--- src/rtl/triplet_loader_pkg.sv ---
// Shared definitions for the triplet loader, comparator and lab wrapper.
package triplet_loader_pkg;

  localparam int DATA_W_DEF = 8;
  localparam int CNT_W_DEF  = 8;

  // Loader FSM encoding: three collecting states plus the presenting state.
  localparam logic [1:0] S_X    = 2'd0;
  localparam logic [1:0] S_Y    = 2'd1;
  localparam logic [1:0] S_Z    = 2'd2;
  localparam logic [1:0] S_FULL = 2'd3;

endpackage

--- src/rtl/triplet_loader_if.sv ---
// Byte-in / triplet-out handshake bundle between source, loader and consumer.
interface triplet_loader_if #(
  parameter int DATA_W = 8
);
  logic [DATA_W-1:0] in_data;
  logic              in_valid;
  logic              in_ready;
  logic [DATA_W-1:0] x;
  logic [DATA_W-1:0] y;
  logic [DATA_W-1:0] z;
  logic              out_valid;
  logic              out_ready;

  // Environment side: drives samples and consumer acceptance.
  modport master (
    output in_data, in_valid, out_ready,
    input  in_ready, x, y, z, out_valid
  );

  // Loader side.
  modport slave (
    input  in_data, in_valid, out_ready,
    output in_ready, x, y, z, out_valid
  );
endinterface

--- src/rtl/triplet_loader_wrap_counter.sv ---
// Free-running modulo-2^CNT_W event counter with enable.
module wrap_counter #(
  parameter int CNT_W = 8
) (
  input  logic             clk,
  input  logic             rst_n,
  input  logic             en,
  output logic [CNT_W-1:0] count
);
  logic [CNT_W-1:0] count_q, count_d;

  // Next count: natural wrap from all-ones back to zero.
  always_comb begin
    count_d = count_q;
    if (en) count_d = count_q + {{(CNT_W-1){1'b0}}, 1'b1};
  end

  // Count register.
  always_ff @(posedge clk or negedge rst_n) begin
    if (!rst_n) count_q <= '0;
    else        count_q <= count_d;
  end

  assign count = count_q;
endmodule

--- src/rtl/triplet_loader.sv ---
// Groups a byte stream into registered (x, y, z) triplets for the max comparator.
module triplet_loader
  import triplet_loader_pkg::*;
#(
  parameter int DATA_W = DATA_W_DEF,
  parameter int CNT_W  = CNT_W_DEF
) (
  input  logic             clk,
  input  logic             rst_n,
  input  logic             flush,
  triplet_loader_if.slave  bus,
  output logic [CNT_W-1:0] triplet_count
);
  logic [1:0]        state_q, state_d;
  logic [DATA_W-1:0] x_q, x_d, y_q, y_d, z_q, z_d;
  logic              out_valid_q, out_valid_d;
  logic              take;
  logic              cnt_en;

  // Ready while collecting, or in FULL when the consumer frees the slot this
  // cycle; never during reset or a flush cycle.
  always_comb begin
    bus.in_ready = rst_n & ~flush & ((state_q != S_FULL) | bus.out_ready);
  end

  assign take   = bus.in_valid & bus.in_ready;
  assign cnt_en = out_valid_q & bus.out_ready & ~flush;

  // FSM next state and x/y/z capture; flush overrides everything.
  always_comb begin
    state_d     = state_q;
    x_d         = x_q;
    y_d         = y_q;
    z_d         = z_q;
    out_valid_d = out_valid_q;
    if (flush) begin
      state_d     = S_X;
      x_d         = '0;
      y_d         = '0;
      z_d         = '0;
      out_valid_d = 1'b0;
    end else begin
      case (state_q)
        S_X: if (take) begin
          x_d     = bus.in_data;
          state_d = S_Y;
        end
        S_Y: if (take) begin
          y_d     = bus.in_data;
          state_d = S_Z;
        end
        S_Z: if (take) begin
          z_d         = bus.in_data;
          state_d     = S_FULL;
          out_valid_d = 1'b1;
        end
        default: if (bus.out_ready) begin
          // Triplet accepted; a byte arriving now starts the next one with no bubble.
          out_valid_d = 1'b0;
          if (take) begin
            x_d     = bus.in_data;
            state_d = S_Y;
          end else begin
            state_d = S_X;
          end
        end
      endcase
    end
  end

  // State and data registers.
  always_ff @(posedge clk or negedge rst_n) begin
    if (!rst_n) begin
      state_q     <= S_X;
      x_q         <= '0;
      y_q         <= '0;
      z_q         <= '0;
      out_valid_q <= 1'b0;
    end else begin
      state_q     <= state_d;
      x_q         <= x_d;
      y_q         <= y_d;
      z_q         <= z_d;
      out_valid_q <= out_valid_d;
    end
  end

  assign bus.x         = x_q;
  assign bus.y         = y_q;
  assign bus.z         = z_q;
  assign bus.out_valid = out_valid_q;

  wrap_counter #(.CNT_W(CNT_W)) u_cnt (
    .clk   (clk),
    .rst_n (rst_n),
    .en    (cnt_en),
    .count (triplet_count)
  );
endmodule

--- src/flat_wrapper.sv ---
// flat-port wrapper written by rule: the top's interface ports become plain ports
module triplet_loader_flat import triplet_loader_pkg::*;
#(
  parameter int DATA_W = DATA_W_DEF,
  parameter int CNT_W  = CNT_W_DEF
)
  (clk, rst_n, flush, triplet_count, bus_in_data, bus_in_valid, bus_out_ready, bus_in_ready, bus_x, bus_y, bus_z, bus_out_valid);
  triplet_loader_if #(.DATA_W(DATA_W)) bus_i ();
  input  logic clk;
  input  logic rst_n;
  input  logic flush;
  output logic [CNT_W-1:0] triplet_count;
  input wire logic [$bits(bus_i.in_data)-1:0] bus_in_data;
  input wire logic [$bits(bus_i.in_valid)-1:0] bus_in_valid;
  input wire logic [$bits(bus_i.out_ready)-1:0] bus_out_ready;
  output wire logic [$bits(bus_i.in_ready)-1:0] bus_in_ready;
  output wire logic [$bits(bus_i.x)-1:0] bus_x;
  output wire logic [$bits(bus_i.y)-1:0] bus_y;
  output wire logic [$bits(bus_i.z)-1:0] bus_z;
  output wire logic [$bits(bus_i.out_valid)-1:0] bus_out_valid;
  assign bus_i.in_data = bus_in_data;
  assign bus_i.in_valid = bus_in_valid;
  assign bus_i.out_ready = bus_out_ready;
  assign bus_in_ready = bus_i.in_ready;
  assign bus_x = bus_i.x;
  assign bus_y = bus_i.y;
  assign bus_z = bus_i.z;
  assign bus_out_valid = bus_i.out_valid;
  triplet_loader #(.DATA_W(DATA_W), .CNT_W(CNT_W)) u_core (.clk(clk), .rst_n(rst_n), .flush(flush), .bus(bus_i), .triplet_count(triplet_count));
endmodule
--- config.mk ---
export PLATFORM = sky130hd
export DESIGN_NAME = triplet_loader_flat
export DESIGN_NICKNAME = d
export VERILOG_FILES = /design/src/rtl/triplet_loader_pkg.sv /design/src/rtl/triplet_loader_if.sv /design/src/rtl/triplet_loader_wrap_counter.sv /design/src/rtl/triplet_loader.sv /design/src/flat_wrapper.sv
export SDC_FILE = /design/constraint.sdc
export NUM_CORES = 1
export LEC_CHECK = 0
export BUFFER_PORTS_ARGS = -buffer_cell sky130_fd_sc_hd__buf_4
export CAP_MARGIN = 15
export CORE_MARGIN = 8
export CORE_UTILIZATION = 40
export DETAILED_ROUTE_END_ITERATION = 8
export PLACE_DENSITY = 0.67
export SYNTH_ARGS = -nofsm -noshare
export SYNTH_HDL_FRONTEND = slang
export SYNTH_SLANG_ARGS = --single-unit
--- constraint.sdc ---
create_clock -name clk -period 4.6 [get_ports clk]
set_clock_uncertainty 0.05 [all_clocks]
set_input_delay 0.92 -clock clk [delete_from_list [all_inputs] [get_ports clk]]
set_output_delay 0.92 -clock clk [all_outputs]
set_load 0.005 [all_outputs]
; After elaboration in Yosys (flattened, before gate mapping)
; Cells that the tools add are included.
[word_totals]
ff_bits = 35
latch_bits = 0
ram_bits = 0
mem_bits_ro = 0
input_bits = 13
out_inout_bits = 34
wordCells = 56
memories = 0
[classes]
addsub = 1
multipliers = 0
div_mod_pow = 0
order_cmp = 0
eq_ne = 8
shift = 0
mux = 20
bitwise = 7
reduce_logical = 14
[ops]
columns = cell, count
row1 = $mux W8, 8
row2 = $pmux W8 S2, 1
row3 = $mux W2, 5
row4 = $ne A3 B2 Y1 const B, 3
row5 = $add A8 B1 Y8 const B, 1
row6 = $pmux W2 S3, 1
row7 = $reduce_and A2 Y1, 3
row8 = $reduce_bool A2 Y1, 3
row9 = $reduce_bool A3 Y1, 2
row10 = $and A1 B1 Y1, 5
row11 = $reduce_bool A5 Y1, 1
row12 = $mux W1, 4
row13 = $ne A2 B1 Y1 const B, 2
row14 = $reduce_and A4 Y1, 1
row15 = $reduce_or A2 Y1, 2
row16 = $reduce_and A3 Y1, 1
row17 = $eq A2 B1 Y1 const B, 1
row18 = $eq A2 B2 Y1 const B, 1
row19 = $logic_not A2 Y1, 1
row20 = $ne A2 B2 Y1 const B, 1
row21 = $pmux W1 S2, 1
row22 = $not A1 Y1, 1
row23 = $or A1 B1 Y1, 1

; Depth between registers and ports, before layout
; Gate-level depths: netlist of the first run.
[depth]
ltp_word = 8
ltp_mapped = 6
ltp_nobuf = 6

; By module
; A second synthesis of the first run with hierarchy kept.
[hier_totals]
hier_cells = 135
hier_area_um2 = 1629.1
[modules_own_cells]
columns = module, instances, cells_per_inst, area_each_um2, seq_area_each_um2
row1 = triplet_loader, 1, 109, 1291.2, 675.6
row2 = wrap_counter, 1, 26, 337.8, 200.2

; Worst setup path before layout of the first run
; No wires, ideal clock.
[synth_timing]
path_type = input port to output port
from = input flush
to = output bus_in_ready
arrival_ps = 1322
t_required_ps = 3630
slack_ps = 2308
stages = 2
n_path_buf = 0
path_cell_list = and2b_1 -> and2_1
[synth_between]
elab_chain_len = 3
[synth_rtl]
columns = element, line_no
row1 = "start, declared", flat_wrapper.sv:11  ; input logic flush;
row2 = $not A1 Y1, triplet_loader.sv:23  ; bus.in_ready = rst_n & ~flush & ((state_q != S_FULL) | bus.out_ready);
row3 = $and A1 B1 Y1 (2 in series), triplet_loader.sv:23
row4 = "end, declared", flat_wrapper.sv:16  ; output wire logic [$bits(bus_i.in_ready)-1:0] bus_in_ready;
; No other way between the ends.

; Worst setup path in the final report of the first run
[layout_timing]
from = input rst_n
to = output bus_in_ready
[layout_between]
elab_chain_len = 2
[layout_rtl]
columns = element, line_no
row1 = "start, declared", flat_wrapper.sv:10  ; input logic rst_n;
row2 = $and A1 B1 Y1 (2 in series), triplet_loader.sv:23
; No other way between the ends.

==> flow_metrics.env, run 1 <==
export IMPL_core_area_um2=3940
export IMPL_slew_violations=0
export IMPL_ioPinCount=47
export IMPL_yosysWarnings=0
export IMPL_synth_seq_area_share_pct=54.1
export IMPL_hold_slack_ns=0.429
export IMPL_antenna_found_initial=0
export IMPL_grt_pass1_vias=1247
export IMPL_synth_cell_type_count=35
export IMPL_start_util_pct=41.1
export IMPL_cts_path_max_buffers=2
export IMPL_path_clk_slew_ns=0.06
export IMPL_p_leak_nw=1.15
export IMPL_r2r_start="u_core.state_q[0]"
export IMPL_numCtsBuffers=5
export IMPL_crit_path_end_kind="output port"
export IMPL_setup_viol=0
export IMPL_routedWlPerCell_um=15.4
export IMPL_cap_violations=0
export IMPL_grt_usage_pct=12.0
export IMPL_drive_gt1_share_pct=31.3
export IMPL_die_w_um=79.6
export IMPL_worstHoldEndpoint="u_core.u_cnt.count[7]"
export IMPL_synth_nets=161
export IMPL_timing_rr_end="u_core.bus.x[4]"
export IMPL_setup_tns_ns=0
export IMPL_ir_worst_vdd_v=0.000164
export IMPL_dieArea_um2=6340
export IMPL_h_tree_depth=2
export IMPL_fillers=357
export IMPL_synthCells=143
export IMPL_fin_nets=209
export IMPL_min_path_cells=1
export IMPL_synthesis_area_um2=1620
export IMPL_ys_ff_latch=35
export IMPL_route_vias_total=1203
export IMPL_postPlaceCellArea_um2=2000
export IMPL_fin_crit_sh_pct=61.8
export IMPL_cts_resized=0
export IMPL_fin_area_um2=2080
export IMPL_die_y_um=79.6
export IMPL_hold_viol=0
export IMPL_tightest_slew_ns=0.574
export IMPL_min_period_ns=2.84
export IMPL_hp_class="reg -> reg"
export IMPL_first_iter_violations=68
export IMPL_maxSlewHeadroom_pct=61.7
export IMPL_place_inst=234
export IMPL_path_delay_family="buffers and inverters"
export IMPL_rsz0062_at_grt="no"
export IMPL_cts_setup_buffers=0
export IMPL_arrival_ns=1.87
export IMPL_cts_root_buf="clkbuf_8"
export IMPL_critPathRequiredTime_ns=3.63
export IMPL_power_total_uw=771
export IMPL_via_per_inst=4.97
export IMPL_antenna_left=0
export IMPL_rows=23
export IMPL_syn2layout_area_growth_pct=28.7
export IMPL_fmax_mhz=352
export IMPL_first_pass_iters=4
export IMPL_grt_max_degree=39
export IMPL_path_buf_inv=2
export IMPL_num_antenna_cells=0
export IMPL_drcViolationCount=0
export IMPL_power_density_nw_per_um2=370
export IMPL_insertion_delay_ns=0.28
export IMPL_worst_setup_path_start_kind="primary input"
export IMPL_overflow=0
export IMPL_cts_tree="yes"
export IMPL_cpMaxStageDelayCell="buf_4"
export IMPL_wirelength_um=3730
export IMPL_cp_max_fo=38
export IMPL_clock_sinks=35
export IMPL_min_from="u_core.u_cnt.count[7]"
export IMPL_status="complete, no violations"
export IMPL_hold_buffers=0
export IMPL_instances_no_fill=242
export IMPL_regToRegSetupSlack_ns=2.72
export IMPL_worstSetupPathType="in -> out"
export IMPL_gp_congestion=0.807
export IMPL_numPortBuffers=46
export IMPL_crit_chain="buf_4 -> and2b_1 -> and2_1 -> buf_4"
export IMPL_avgSynthCellArea_um2=11.3
export IMPL_hpwlAfterDp_um=2860
export IMPL_cpMostUsedCell="buf_4"
export IMPL_rr_worst_depth=6
export IMPL_grt_pass1_wl_um=6010
export IMPL_cpPeakStageDelay_ns=0.38
-- worst register-to-register path, delay by kind of cell, from the launching register on --
family | cells | cell delay, ns
simple gates | 2 | 0.40
compound gates | 1 | 0.24
mux | 1 | 0.28
fa+ha+maj | 1 | 0.30
buf+inv | 1 | 0.08
flops | 1 | 0.40
-- sequential cells by signal, summed over array words and instances (netlist names) --
name	count
u_core.u_cnt.count	8
u_core.bus.x	8
u_core.bus.y	8
u_core.bus.z	8
u_core.bus.out_valid	1
u_core.state_q	2
-- stage by stage --
stage / setup slack [ns] / util, %
detailed placement: 1.73 / 50.8
global placement: 1.76 / 50.8
global route: 1.64 / 52.9
CTS: 1.73 / 52.9
floorplan: 2.31 / -
finish: 1.76 / 52.9
-- cells in the mapped netlist (all sizes together) --
master / n / area share, %
or3: 1 / 0.39
xor2: 2 / 1.1
and4: 1 / 0.54
and2b: 1 / 0.46
nand4: 4 / 2.3
clkbuf: 2 / 0.54
and4b: 1 / 0.85
a21o: 1 / 0.46
o22ai: 1 / 0.39
ha: 5 / 3.9
a41oi: 1 / 1.0
and3b: 1 / 0.54
and2: 1 / 0.39
xnor2: 5 / 2.7
nand2b: 9 / 3.9
mux2i: 16 / 9.9
nand2: 10 / 2.3
nor2: 17 / 3.9
o21ai: 9 / 2.8
nor3: 3 / 1.2
nor2b: 1 / 0.39
nand3: 4 / 1.2
dfrtp: 35 / 54
and3: 2 / 0.77
inv: 2 / 0.46
a21oi: 1 / 0.31
buf: 3 / 0.93
o21ba: 1 / 0.62
mux2: 1 / 0.70
a31oi: 1 / 0.39
o31ai: 1 / 0.46
-- report_power, final --
group          switching (mW)  internal, mW
clock                  0.0980         0.106
sequential             0.0205         0.334
combinational           0.108         0.103
-- kinds of logic (layout without fill, tap and decap cells) --
logic type	after synthesis	count (layout)	share of synthesized area, %
AOI/OAI and AO/OA	16	16	6.41
muxes	17	17	10.6
xor gates and xnor gates	7	7	3.79
buffers and inverters	7	56	1.93
adders and majority gates	5	5	3.86
DFF	35	35	54.1
and+or+nand+nor	56	56	19.3
-- cells in the final DEF (no fill, tap or decap), types with 4 or more instances in the layout --
master and count:
buf_4 46, dfrtp_1 35, nor2_1 17, mux2i_1 16, nand2_1 10, o21ai_0 9, nand2b_1 8, xnor2_1 5
ha_1 5, clkbuf_8 5, nand3_1 4
-- layer usage --
| metal | track usage [%] | share of wire [%] |
|---|---|---|
| met5 | 0 | 0 |
| met4 | 5.00 | 0.88 |
| met1 | 14.6 | 45 |
| met3 | 4.62 | 7.3 |
| met2 | 18.7 | 47 |
-- worst max path at each step --
stage / from / endpoint / slack [ns] / depth (start not counted)
2_1_floorplan: flush / bus_in_ready / 2.31 / 2
6_report: rst_n / bus_in_ready / 1.76 / 4
3_3_place_gp: rst_n / bus_in_ready / 1.76 / 4
5_1_grt: rst_n / bus_in_ready / 1.64 / 4
3_5_place_dp: rst_n / bus_in_ready / 1.73 / 4
4_1_cts: rst_n / bus_in_ready / 1.73 / 4
-- final cells by class --
type / count / area [µm²] / area share [%]
well taps: 50 / 62.6 / 3.00
clock buffers: 7 / 76.3 / 3.66
multi-input cells: 101 / 712 / 34.2
repair buffers: 46 / 345 / 16.6
flip-flops and latches: 35 / 876 / 42.0
clock inverters: 1 / 5.00 / 0.240
inverters: 2 / 7.51 / 0.360
No activity file was read; power rests on OpenSTA's default activity.
==> inputs of run 2 (changes only) <==
==> constraint.sdc (replaced) <==
create_clock -name clk -period 2.8 [get_ports clk]
set_clock_uncertainty 0.05 [all_clocks]
set_input_delay 0.56 -clock clk [delete_from_list [all_inputs] [get_ports clk]]
set_output_delay 0.56 -clock clk [all_outputs]
set_load 0.005 [all_outputs]
==> run 2 against run 1 <==
Net effect: first-iteration DRC count is 31% higher; sequential share of layout area is 0.62 points lower; non-clock buffer count stayed put; hold slack worse by 0.25 ns; setup slack worse by 1.1 ns; final cell count stayed put; die area stayed put; design area is 1.5% higher; utilization is 0.79 points higher; combinational power is 62% higher; power is 77% higher; routed wire length is 0.91% lower.
==> flow_metrics.env, run 2 (synthesized netlist as in run 1, its figures left out) <==
export IMPL_fillers=349
export IMPL_fmax_mhz=468
export IMPL_crit_path_end_kind="output port"
export IMPL_cts_resized=0
export IMPL_maxSlewHeadroom_pct=60.5
export IMPL_status="complete, no violations"
export IMPL_die_w_um=79.6
export IMPL_syn2layout_area_growth_pct=30.7
export IMPL_overflow=0
export IMPL_layout_commonest_cell="buf_4"
export IMPL_setup_tns_ns=0
export IMPL_antenna_found_initial=0
export IMPL_antenna_left=0
export IMPL_ir_worst_vdd_v=0.000332
export IMPL_numCtsBuffers=5
export IMPL_fin_util_pct=53.7
export IMPL_h_tree_depth=2
export IMPL_first_iter_violations=89
export IMPL_p_leak_nw=1.17
export IMPL_first_pass_iters=4
export IMPL_insertion_delay_ns=0.28
export IMPL_crit_chain="buf_4 -> and2b_1 -> and2_1 -> buf_4"
export IMPL_arrival_ns=1.53
export IMPL_grt_usage_pct=12.2
export IMPL_slew_violations=0
export IMPL_route_vias_total=1205
export IMPL_rsz0062_at_grt="no"
export IMPL_tightest_slew_ns=0.592
export IMPL_gp_congestion=0.770
export IMPL_power_density_nw_per_um2=646
export IMPL_num_antenna_cells=0
export IMPL_grt_pass1_wl_um=6070
export IMPL_start_util_pct=41.1
export IMPL_core_area_um2=3940
export IMPL_routedWlPerCell_um=15.3
export IMPL_numPortBuffers=46
export IMPL_critPathRequiredTime_ns=2.19
export IMPL_via_per_inst=4.98
export IMPL_cpPeakStageDelay_ns=0.39
export IMPL_cts_path_max_buffers=2
export IMPL_wirelength_um=3700
export IMPL_cts_setup_buffers=0
export IMPL_cap_violations=0
export IMPL_hold_buffers=0
export IMPL_power_total_mw=1.37
export IMPL_hp_class="in -> async"
export IMPL_layout_common_cells="46 x buf_4, 35 x dfrtp_1, 17 x nor2_1"
export IMPL_cpMostUsedCell="buf_4"
export IMPL_path_delay_family="buffers and inverters"
export IMPL_fin_nets=209
export IMPL_worst_setup_path_start_kind="primary input"
export IMPL_path_clk_slew_ns=0.07
export IMPL_setup_viol=0
export IMPL_fin_crit_sh_pct=76.4
export IMPL_grt_pass1_vias=1253
export IMPL_hpwlAfterDp_um=2780
export IMPL_drcViolationCount=0
export IMPL_grt_max_degree=39
export IMPL_cts_root_buf="clkbuf_8"
export IMPL_cpMaxStageDelayCell="buf_4"
export IMPL_drive_gt1_share_pct=32.3
export IMPL_hold_viol=0
export IMPL_rows=23
export IMPL_path_buf_inv=2
export IMPL_min_period_ns=2.14
export IMPL_dieArea_um2=6340
export IMPL_ioPinCount=47
export IMPL_die_y_um=79.6
export IMPL_cp_max_fo=38
export IMPL_cts_tree="yes"
export IMPL_clock_sinks=35
export IMPL_worstSetupPathType="in -> out"
run 2: cell count changes in the layout (fill, tap and decap cells not counted):
cell       previous run  this run
clkbuf_1              2         0
clkinv_4              0         1
bufinv_16             0         1
run 2: report_power, final:
group,leakage [nW],switching [mW],internal (mW)
registers,0.477,0.0318,0.548
clock network,0.0581,0.178,0.265
logic,0.630,0.174,0.170
run 2: cell type report:
cell class / count / area, µm² / share of cell area (%)
Inverter: 2 / 7.51 / 0.355
Timing Repair Buffer: 46 / 345 / 16.3
Tap cell: 50 / 62.6 / 2.96
Clock inverter: 3 / 43.8 / 2.07
Clock buffer: 5 / 68.8 / 3.25
Sequential cell: 35 / 876 / 41.4
Multi-Input combinational cell: 101 / 712 / 33.6
run 2: worst paths after layout:
path / depth (start not counted) / to / slack (ns) / start
max: 4 / bus_in_ready / 0.66 / rst_n
min: 1 / u_core.u_cnt.count[2] / 0.17 / rst_n
max reg2reg: 6 / u_core.state_q[0] / 0.97 / u_core.state_q[0]
min reg2reg: 1 / u_core.u_cnt.count[7] / 0.42 / u_core.u_cnt.count[7]
max in group asynchronous: 1 / u_core.bus.y[2] / 2.19 / rst_n
min in group clk: 1 / u_core.u_cnt.count[7] / 0.42 / u_core.u_cnt.count[7]
run 2: metal layers:
metal  track usage (%)  wire length, µm
met5                 0                0
met3              4.62              276
met1              14.8             1710
met4              5.37               36
met2              18.7             1680
run 2: metrics by stage:
| step | area [µm²] | worst slack [ns] | instances | hold WS, ns |
|---|---|---|---|---|
| 2_1_floorplan | 1620 | 1.11 | 143 | 0.214 |
| 3_3_place_gp | 2000 | 0.667 | 234 | 0.415 |
| 3_5_place_dp | 2000 | 0.628 | 234 | 0.416 |
| 4_1_cts | 2120 | 0.624 | 242 | 0.192 |
| 5_1_grt | 2120 | 0.557 | 242 | 0.208 |
| 6_report | 2120 | 0.662 | 242 | 0.175 |
